--- src/rtl/piso_pkg.sv ---
// rtl/piso_pkg.sv - shared state encoding and line-level constants for the PISO framer
package piso_pkg;

    typedef enum logic [2:0] {
        IDLE   = 3'd0,
        START  = 3'd1,
        DATA   = 3'd2,
        PARITY = 3'd3,
        STOP   = 3'd4
    } piso_state_t;

    localparam logic LINE_IDLE = 1'b1;
    localparam logic START_BIT = 1'b0;
    localparam logic STOP_BIT  = 1'b1;

endpackage

--- src/rtl/piso_framer.sv ---
// rtl/piso_framer.sv - parallel-in serial-out framer: start, data, optional even parity, stop
//
// Ports:
//   clk       rising-edge clock
//   rst       synchronous active-low reset
//   din       parallel word, captured on an accepted handshake
//   in_valid  source presents a word on din
//   in_ready  framer accepts a word this cycle (IDLE or STOP, not in reset)
//   sout      registered serial line, idles high
//   busy      a frame is on the line (START..STOP)
//   done      high during the stop-bit cycle only
module piso_framer
    import piso_pkg::*;
#(
    parameter int WIDTH     = 4,
    parameter int PARITY_EN = 1,
    parameter int MSB_FIRST = 1
) (
    input  logic             clk,
    input  logic             rst,
    input  logic [WIDTH-1:0] din,
    input  logic             in_valid,
    output logic             in_ready,
    output logic             sout,
    output logic             busy,
    output logic             done
);

    localparam int CW = $clog2(WIDTH);
    localparam logic [CW-1:0] CNT_LAST = CW'(WIDTH - 1);

    piso_state_t      state, state_nx;
    logic [WIDTH-1:0] shreg, shreg_nx, shreg_shifted;
    logic [CW-1:0]    cnt, cnt_nx;
    logic             par_q, par_nx;
    logic             sout_q, sout_nx;
    logic             accept;
    logic             data_bit;

    assign in_ready = rst && (state == IDLE || state == STOP);
    assign accept   = in_valid && in_ready;
    assign busy     = (state != IDLE);
    assign done     = (state == STOP);
    assign sout     = sout_q;

    // The bit about to go on the line always sits at the outgoing end of the shift register.
    assign data_bit      = (MSB_FIRST != 0) ? shreg[WIDTH-1] : shreg[0];
    assign shreg_shifted = (MSB_FIRST != 0) ? {shreg[WIDTH-2:0], 1'b0}
                                            : {1'b0, shreg[WIDTH-1:1]};

    // sout is registered, so each branch loads the level the line must show in the next state.
    always_comb begin
        state_nx = state;
        shreg_nx = shreg;
        cnt_nx   = cnt;
        par_nx   = par_q;
        sout_nx  = sout_q;
        case (state)
            IDLE: begin
                sout_nx = LINE_IDLE;
                if (accept) begin
                    state_nx = START;
                    shreg_nx = din;
                    par_nx   = ^din;
                    cnt_nx   = '0;
                    sout_nx  = START_BIT;
                end
            end
            START: begin
                state_nx = DATA;
                sout_nx  = data_bit;
                shreg_nx = shreg_shifted;
                cnt_nx   = '0;
            end
            DATA: begin
                // cnt numbers the data bit currently on the line.
                if (cnt == CNT_LAST) begin
                    if (PARITY_EN != 0) begin
                        state_nx = PARITY;
                        sout_nx  = par_q;
                    end else begin
                        state_nx = STOP;
                        sout_nx  = STOP_BIT;
                    end
                end else begin
                    sout_nx  = data_bit;
                    shreg_nx = shreg_shifted;
                    cnt_nx   = cnt + 1'b1;
                end
            end
            PARITY: begin
                state_nx = STOP;
                sout_nx  = STOP_BIT;
            end
            STOP: begin
                if (accept) begin
                    state_nx = START;
                    shreg_nx = din;
                    par_nx   = ^din;
                    cnt_nx   = '0;
                    sout_nx  = START_BIT;
                end else begin
                    state_nx = IDLE;
                    sout_nx  = LINE_IDLE;
                end
            end
            default: begin
                state_nx = IDLE;
                sout_nx  = LINE_IDLE;
            end
        endcase
    end

    always_ff @(posedge clk) begin
        if (!rst) begin
            state  <= IDLE;
            shreg  <= '0;
            cnt    <= '0;
            par_q  <= 1'b0;
            sout_q <= LINE_IDLE;
        end else begin
            state  <= state_nx;
            shreg  <= shreg_nx;
            cnt    <= cnt_nx;
            par_q  <= par_nx;
            sout_q <= sout_nx;
        end
    end

endmodule

--- config.mk ---
export PLATFORM = sky130hd
export DESIGN_NAME = piso_framer
export DESIGN_NICKNAME = d
export VERILOG_FILES = /design/src/rtl/piso_pkg.sv /design/src/rtl/piso_framer.sv
export SDC_FILE = /design/constraint.sdc
export NUM_CORES = 1
export LEC_CHECK = 0
export BUFFER_PORTS_ARGS = -buffer_cell sky130_fd_sc_hd__buf_2
export CAP_MARGIN = 20
export CORE_MARGIN = 2
export CORE_UTILIZATION = 35
export CTS_BUF_LIST = sky130_fd_sc_hd__clkbuf_4 sky130_fd_sc_hd__clkbuf_8
export CTS_CLUSTER_SIZE = 16
export DETAILED_ROUTE_END_ITERATION = 16
export SYNTH_ARGS = -nofsm -noshare
export SYNTH_HDL_FRONTEND = slang
export SYNTH_SLANG_ARGS = --single-unit
--- constraint.sdc ---
create_clock -name clk -period 2.1 [get_ports clk]
set_input_delay 0.21 -clock clk [delete_from_list [all_inputs] [get_ports clk]]
set_output_delay 0.21 -clock clk [all_outputs]
set_load 0.005 [all_outputs]
# Word-level counts from Yosys, hierarchy flattened
# Index checks and enable logic that the tools add are counted.
[word_totals]
elab_cells = 39
regBits = 11
out_inout_bits = 4
in_bits = 7
[op_classes]
mux = 13
reduce_logical = 11
addsub = 1
n_eq_ne = 9
[ops]
columns = ["cell", "n"]
rows = [
  ["$pmux 3 s5", 1],
  ["$pmux 4 s3", 1],
  ["$mux 4", 2],
  ["$eq 3x2->1 const B", 2],
  ["$mux 3", 2],
  ["$ne 2x2->1 const B", 3],
  ["$pmux 2 s3", 1],
  ["$reduce_bool 3->1", 2],
  ["$mux 2", 2],
  ["$reduce_and 2->1", 2],
  ["$reduce_xor 4->1", 1],
  ["$eq 3x1->1 const B", 1],
  ["$eq 3x3->1 const B", 1],
  ["$logic_not 3->1", 1],
  ["$mux 1", 3],
  ["$pmux 1 s3", 1],
  ["$reduce_and 3->1", 1],
  ["$add 2x1->2 const B", 1],
  ["$eq 2x2->1 const B", 1],
  ["$logic_and 1x1->1", 2],
  ["$ne 2x1->1 const B", 1],
  ["$reduce_or 2->1", 1],
  ["$logic_or 1x1->1", 1],
]

# Logic depth before layout (Yosys ltp)
# Gate-level depths: netlist of the first run.
[logic_depth]
word_depth = 6
depth_mapped = 4

# Least setup slack after synthesis of the first run
# Ideal clock, no wire load.
[synth_timing]
path_kind = "reg2reg"
start = "reg cnt[0]"
end = "reg shreg[0]"
t_arrival_ns = 1.259
path_stages_with_launch = 5
path_slack_ns = 0.726
cell_sequence = "dfxtp_1 ha_1 nor4b_2 nor3_2 a31o_1"
[synth_between]
elab_chain_cells = 3
[synth_lines]
columns = ["item", "line", "rtl"]
rows = [
  ["start: declaration", "piso_framer.sv:34", "logic [CW-1:0] cnt, cnt_nx;"],
  ["start signal: assignment", "piso_framer.sv:124", "cnt <= cnt_nx;"],
  ["$eq 2x2->1", "piso_framer.sv:77", "if (cnt == CNT_LAST) begin"],
  ["$ne 2x2->1 (no source line)", "-", ""],
  ["$reduce_and 3->1 (no source line)", "-", ""],
  ["end signal: assignment", "piso_framer.sv:123", "shreg <= shreg_nx;"],
  ["end: declaration", "piso_framer.sv:33", "logic [WIDTH-1:0] shreg, shreg_nx, shreg_shifted;"],
]
# Every way passes these cells.
# A chain may end at the register's enable or synchronous reset.

# Worst setup path after layout of the first run
[layout_timing]
start = "reg state[0]"
end = "out done"
[layout_between]
elab_chain_cells = 1
[layout_lines]
columns = ["item", "line", "rtl"]
rows = [
  ["start: declaration", "piso_framer.sv:32", "piso_state_t state, state_nx;"],
  ["start signal: assignment", "piso_framer.sv:122", "state <= state_nx;"],
  ["$eq 3x3->1", "piso_framer.sv:43", "assign done = (state == STOP);"],
  ["end: declaration", "piso_framer.sv:26", "output logic done"],
]
# Every way passes these cells.

==> results of run 1 <==
[power by group through the flow]
stage | logic (mW) | registers (mW) | clock network [mW]
CTS | 0.110 | 0.250 | 0.164
detailed placement | 0.108 | 0.254 | 0
finish | 0.109 | 0.250 | 0.161
global route | 0.121 | 0.254 | 0.175
floorplan | 0.0904 | 0.244 | 0
global placement | 0.108 | 0.254 | 0
[layout by cell type (no fill, tap or decap), types with 3 or more instances in the layout]
cell      instances
dfxtp_1          11
buf_2            10
nand2_1           6
a311oi_1          4
xnor2_1           4
clkbuf_4          4
nor3_1            3
mux2i_1           3
o21ai_0           3
nor4_1            3
[stage by stage]
| step | hold slack (ps) | setup slack (ps) |
|---|---|---|
| 6_report | 184.2 | 430.0 |
| 5_1_grt | 186.9 | 303.6 |
| 4_1_cts | 176.2 | 419.8 |
| 3_5_place_dp | 468.7 | 514.2 |
| 3_3_place_gp | 465.3 | 579.0 |
| 2_1_floorplan | 319.7 | 725.5 |
[cell type report]
class,instances,area (um2),share of cell area
Inverter,2,7.507,0.01107
Sequential cell,11,220.2,0.3247
Multi-Input combinational cell,48,350.3,0.5166
Clock buffer,4,30.03,0.04428
Tap cell,16,20.02,0.02952
Timing Repair Buffer,10,50.05,0.07380
[sequential cells by signal (all words and copies together), names as in the netlist]
signal and cells:
sout 1, cnt 2, state 3, par_q 1, shreg 4
[layer usage]
metal / vias to the layer above / GRT usage
li1: 261 / -
met1: 235 / 0.2063
met2: 10 / 0.1914
met3: 4 / 0.04800
met4: 0 / 0.1059
met5: - / 0
[cells in the mapped netlist]
library cell,number,area [um2]
and4_2,1,10.01
nor4b_2,1,15.01
nor4_1,3,18.77
buf_2,1,5.000
nand3_1,1,5.000
a211o_1,1,8.760
or3_1,2,12.51
nor3_2,1,10.01
a311oi_1,4,35.03
inv_1,2,7.510
nor3b_1,1,7.510
mux2i_1,3,30.03
a21oi_1,2,10.01
and2_1,1,6.260
dfxtp_1,11,220.2
nand2_1,6,22.52
nand3b_1,1,7.510
and3_2,1,7.510
clkbuf_1,1,3.750
nor2_1,2,7.510
a31o_1,1,8.760
nor3b_2,1,12.51
o21ai_0,3,15.01
o311ai_0,1,8.760
nor2b_1,2,12.51
xnor2_1,4,35.03
nor4bb_2,1,16.27
ha_1,1,12.51
nor3_1,3,15.01
buf_4,1,7.510
[critical path, cell delays in order, from the launching register on]
cell and delay (ps):
dfxtp_1 640, nor2_1 230, and2_1 210, buf_2 120
[cell families after synthesis]
family | count (synthesis) | share of synthesized area
AO/OA/AOI/OAI | 12 | 0.1453
adder cells (fa/ha/maj) | 1 | 0.02105
multiplexers | 3 | 0.05053
XOR/XNOR | 4 | 0.05894
buffers and inverters | 5 | 0.04000
AND/OR/NAND/NOR | 28 | 0.3137
flip-flops | 11 | 0.3705
[worst paths after layout]
kind	end	from	cells past startpoint
worst max-delay path	done	state[0]	3
worst max register to register	shreg[0]	state[1]	3
worst min register to register	cnt[1]	cnt[1]	2
worst min-delay path	par_q	in_valid	2
==> metrics.csv, run 1 <==
metric,value,unit
relSlewSlack,0.5946,
p_leak,0.2788,nW
cp.arrival,1460,ps
num_antenna_cells,0,
numCtsBuffers,3,
syn_area_per_cell,9.286,um2
clock-root-buffer,clkbuf_4,
remaining_drc_errors,0,
drv_cap,0,
crit_path_max_fanout,15,
die_w,45.21,um
num_vias,510,
min_path_type,primary input to register,
synth_nets,72,
htreeDepth,1,
min_period,1670,ps
routed.top_layer,met4,
route.met3.wl,55,um
slew_viol_final,0,
worst_pin_slew,599.5,ps
wl,1.247,mm
wl_met2,513,um
finalClockSkew,3.753,ps
dpl_cell_area,648.1,um2
grt_pass1_wl,2.097,mm
rsz0062_at_grt,false,
grt_overflow,0,
io_buffers,10,
clock-sinks,11,
drive_gt1_frac,0.2667,
cp-end-kind,output port,
p_int,0.3706,mW
clkTransAtPathRegs,70,ps
total_power,0.5202,mW
clk_latency,270,ps
clockPowerShare,0.310,
grt_use_total,0.1495,
post_synth_num_cell_types,30,
drt_first_pass_iters,4,
grt_max_degree,16,
cp-start-kind,register,
syn_area,594.3,um2
met1_length,649,um
fin_cells,91,
rows,14,
r2r_slack,470,ps
final_core_util,0.4399,
syn_inst,64,
die_h,45.21,um
cts.path.max_buffers,2,
ys_ff_latch,11,
setup_viol,0,
vias_per_cell,5.604,
outcome,completed,
hpwl,856.9,um
cts_tree,built,
design_area,678.2,um2
worstPathRequired,1890,ps
antenna_found_initial,0,
fillers,160,
hold_violations,0,
cts_setup_buffers,0,
start_util,0.3856,
drt_iter0_drc,10,
cts_hold_buffers,0,
place_congestion,0.7198,
setup.worst_path.class,register to output port,
p_per_area,767.1,nW/um2
grt_pass1_vias,432,
peakVddDrop,0.0003024,V
p_seq_frac,0.481,
fmax,598.8,MHz
p_switching,0.1496,mW
post-route-period-util,0.7952,
antenna_left,0,
post_cts_resized,0,
nNetsFinal,84,
sw_frac_of_total,0.2876,
syn2layout_area_growth,14.11,%
placedCellCount,87,
wire_per_inst,13.70,um
die_area,2043,um2
fin_tns_setup,0,ps
pwr-share-comb,0.209,
seq_area_frac_synth,0.3705,
design.portCount,11,
yosys_warnings,0,
core,1541,um2
No activity file was read; power rests on OpenSTA's default activity.
==> inputs of run 2 (changes only) <==
Settings changed: ABC_AREA set to 1.
Clock period 2.1 ns to 1.45 ns, I/O delays scaled along.
==> metrics.csv, run 2 <==
metric,value,unit
largest_register_ffs,4,
seq_area_frac_synth,0.3556,
finalClockSkew,4.555,ps
seqCellArea,220.2,um2
cp-start-kind,register,
r2r_slack,180,ps
slew_viol_final,0,
fin_tns_setup,0,ps
crit_end,in_ready,
layout_common_cells,"nand2_1, nor2_1, dfxtp_1, inv_1, buf_2",
ys_ff_latch,11,
layout_commonest_cell,nand2_1,
post_synth_num_cell_types,22,
remaining_drc_errors,0,
setup.worst_path.class,register to output port,
cp.arrival,1160,ps
post_cts_resized,0,
nNetsFinal,114,
worst_pin_slew,277.5,ps
syn2layout_area_growth,11.52,%
outcome,completed,
hp-start,din[0],
ff2ff_path_depth,7,
synth_nets,102,
cts_tree,built,
fillers,188,
antenna_left,0,
num_antenna_cells,0,
start_util,0.3667,
die_area,2122,um2
syn_area,619.3,um2
drive_gt1_frac,0.1905,
grt_pass1_vias,436,
min_path_type,primary input to register,
hpwl,882.2,um
wl,1.140,mm
async_reset_ff_frac,0,
grt_use_total,0.1264,
fin_cells,122,
hold_violations,0,
synth-main-ff-cell,dfxtp_1,
clock-root-buffer,clkbuf_4,
post-route-period-util,0.9010,
grt_overflow,0,
relSlewSlack,0.8147,
fmax,765.4,MHz
drt_first_pass_iters,4,
clkTransAtPathRegs,80,ps
cts_hold_buffers,0,
wire_per_inst,9.344,um
yosys_warnings,0,
cts_setup_buffers,0,
drv_cap,0,
startpoint,state[1],
grt_pass1_wl,1.794,mm
peakVddDrop,0.0007243,V
numCtsBuffers,3,
grt_max_degree,12,
num_vias,560,
clk_latency,270,ps
synth_top_area_share,0.3556,
clock-sinks,11,
die_h,46.07,um
synth.most_common_cell,nand2_1,
htreeDepth,1,
rsz0062_at_grt,false,
min_period,1306,ps
antenna_found_initial,0,
hold_path_depth,3,
p_leak,0.3606,nW
design.portCount,11,
io_buffers,10,
rows,15,
r2r-start,state[1],
reg_top3,"shreg (4), state (3), cnt (2)",
place_congestion,0.8515,
placedCellCount,118,
final_core_util,0.4089,
synth.largest_area_cell,dfxtp_1,
synth_edf_count,0,
worstPathRequired,1310,ps
core,1689,um2
ys_top_cells_by_area,"dfxtp_1, nand2_1, nor2_1",
multiInputGateArea,320.3,um2
cts.path.max_buffers,2,
syn_area_per_cell,6.589,um2
die_w,46.07,um
p_per_area,1844,nW/um2
synthTopCellsByCount,"nand2_1, nor2_1, dfxtp_1, inv_1",
syn_inst,94,
cp-end-kind,output port,
crit_path_max_fanout,7,
setup_viol,0,
vias_per_cell,4.590,
timing.rr.end,shreg[1],
drt_iter0_drc,12,
top_register,shreg,
## run 2: where the power goes
group / switching [mW] / leakage (nW) / internal, mW / total [mW]
clock network: 0.108 / 0.0184 / 0.125 / 0.233
logic: 0.356 / 0.251 / 0.212 / 0.567
registers: 0.0716 / 0.0908 / 0.401 / 0.473
## run 2: worst min path at each step
stage / slack [ps] / end
detailed placement: 450 / shreg[0]
finish: 150 / shreg[0]
global route: 160 / shreg[0]
CTS: 150 / shreg[0]
global placement: 440 / shreg[0]
floorplan: 300 / shreg[0]
## run 2: critical path: stages, from the launching register on
cell	delay, ps
dfxtp_1	480
clkinv_1	100
nand2_1	130
nor2_1	60
buf_2	120
## run 2: metrics by stage
| stage | hold WS, ps | setup slack, ps | cell area, um2 | power, mW |
|---|---|---|---|---|
| finish | 151.3 | 143.5 | 690.7 | 1.273 |
| global route | 156.8 | 74.68 | 690.7 | 1.411 |
| CTS | 150.6 | 145.5 | 690.7 | 1.290 |
| detailed placement | 445.4 | 205.9 | 660.6 | 1.050 |
| global placement | 443.4 | 263.2 | 660.6 | 1.048 |
| floorplan | 304.1 | 344.6 | 619.3 | 0.9685 |
## run 2: cell type report
class	instances	share of cell area
multi-input combinational	67	0.4638
sequential	11	0.3188
timing repair buffer	10	0.07246
inverter	13	0.07065
clock buffer	4	0.04348
tap	17	0.03080
## run 2: cell families (layout without fill, tap and decap cells)
kind of cell             count (synthesis)  in the layout  share of synthesized area
AO/OA/AOI/OAI                            8              8                    0.07676
XOR/XNOR                                 2              2                    0.02829
buffers and inverters                   16             27                     0.1273
flip-flops                              11             11                     0.3556
adder cells (fa/ha/maj)                  1              1                    0.02020
AND/OR/NAND/NOR                         56             56                     0.3919
## run 2: layer usage
layer	global-route usage	wire length (um)
met1	0.1559	569
met2	0.1722	515
met3	0.04706	42
met4	0.1029	12
met5	0	0
==> inputs of run 3 (changes only) <==
==> constraint.sdc (replaced) <==
create_clock -name clk -period 1.45 [get_ports clk]
set_input_delay 0.2175 -clock clk [delete_from_list [all_inputs] [get_ports clk]]
set_output_delay 0.2175 -clock clk [all_outputs]
set_load 0.005 [all_outputs]
==> metrics.csv, run 3 (synthesis gave the netlist of run 2 again) <==
metric,value,unit
drt_first_pass_iters,5,
post-route-period-util,0.9482,
peakVddDrop,0.0008387,V
clkTransAtPathRegs,80,ps
die_h,46.07,um
fmax,727.4,MHz
p_leak,0.3655,nW
layout_common_cells,"nand2_1, nor2_1, dfxtp_1, inv_1, buf_2",
drive_gt1_frac,0.1981,
syn2layout_area_growth,12.73,%
drv_cap,0,
fillers,179,
start_util,0.3667,
reg_top3,"shreg (4), state (3), cnt (2)",
setup.worst_path.class,register to output port,
outcome,completed,
cp.arrival,1160,ps
slew_viol_final,0,
clockPowerShare,0.181,
cts.path.max_buffers,2,
worstPathRequired,1230,ps
hpwl,932.3,um
clock-root-buffer,clkbuf_4,
numCtsBuffers,3,
worst_pin_slew,271.0,ps
pre_cts_slack,210.0,ps
cts_setup_buffers,0,
num_vias,565,
die_area,2122,um2
io_buffers,10,
design.portCount,11,
rows,15,
htreeDepth,1,
die_w,46.07,um
min_path_type,primary input to register,
clock-sinks,11,
cp-end-kind,output port,
largest_register_ffs,4,
setup_viol,0,
grt_overflow,0,
p_switching,0.5366,mW
top_register,shreg,
core,1689,um2
hold_violations,0,
min_period,1375,ps
grt_max_degree,12,
wire_per_inst,9.504,um
antenna_found_initial,0,
grt_pass1_wl,1.856,mm
remaining_drc_errors,0,
dpl_cell_area,668.1,um2
p_per_area,1829,nW/um2
wl,1.169,mm
layout_commonest_cell,nand2_1,
finalClockSkew,0.8588,ps
grt_use_total,0.1223,
design_area,698.2,um2
sw_frac_of_total,0.4201,
cts_hold_buffers,0,
num_antenna_cells,0,
post_cts_resized,0,
vias_per_cell,4.593,
relSlewSlack,0.8191,
antenna_left,0,
drt_iter0_drc,14,
place_congestion,0.8566,
nNetsFinal,115,
p_int,0.7406,mW
p_seq_frac,0.371,
layout_setup_ws,75.16,ps
fin_tns_setup,0,ps
crit_path_max_fanout,7,
clk_latency,260,ps
rsz0062_at_grt,false,
cp-start-kind,register,
grt_pass1_vias,440,
pwr-share-comb,0.449,
cts_tree,built,
[run 3: worst max-delay path: stages, from the launching register on]
cell and delay (ps):
dfxtp_1 480, clkinv_1 110, nand2_1 130, nor2_1 60, buf_2 120
[run 3: power groups by stage]
stage	registers [mW]	logic (mW)	clock network (mW)
after floorplan	0.455	0.514	0
after global placement	0.478	0.570	0
after detailed placement	0.482	0.574	0
after CTS	0.474	0.579	0.234
after global routing	0.486	0.662	0.249
final	0.474	0.573	0.231
[run 3: final cells by class]
class | count | area, um2 | area share
sequential | 11 | 220.2 | 0.3154
timing repair buffer | 11 | 57.56 | 0.08244
inverter | 13 | 48.80 | 0.06989
clock buffer | 4 | 30.03 | 0.04301
tap | 17 | 21.27 | 0.03047
multi-input combinational | 67 | 320.3 | 0.4588
[run 3: metal layers]
layer  vias to the layer above  wire length [um]  global-route usage
li1                        313                 -                   -
met1                       239               566              0.1651
met2                        13               553              0.1889
met3                         0                48             0.02353
met4                         0                 0             0.05143
met5                         -                 0                   0
[run 3: final timing paths]
check,cells past startpoint,slack (ps),start,end
hold reg to reg,2,470,shreg[0],shreg[0]
setup reg to reg,7,170,state[1],cnt[0]
setup / recovery,4,80,state[1],in_ready
hold / removal,3,230,din[0],shreg[0]
[run 3: per-stage QoR]
step	utilization	std cells	hold slack, ps	power, mW
after floorplan	-	94	376.6	0.9685
after detailed placement	0.3956	119	459.7	1.056
after global routing	0.4133	123	247.6	1.397
after CTS	0.4133	123	232.6	1.288
final	0.4133	123	231.9	1.277
after global placement	0.3956	119	460.5	1.048
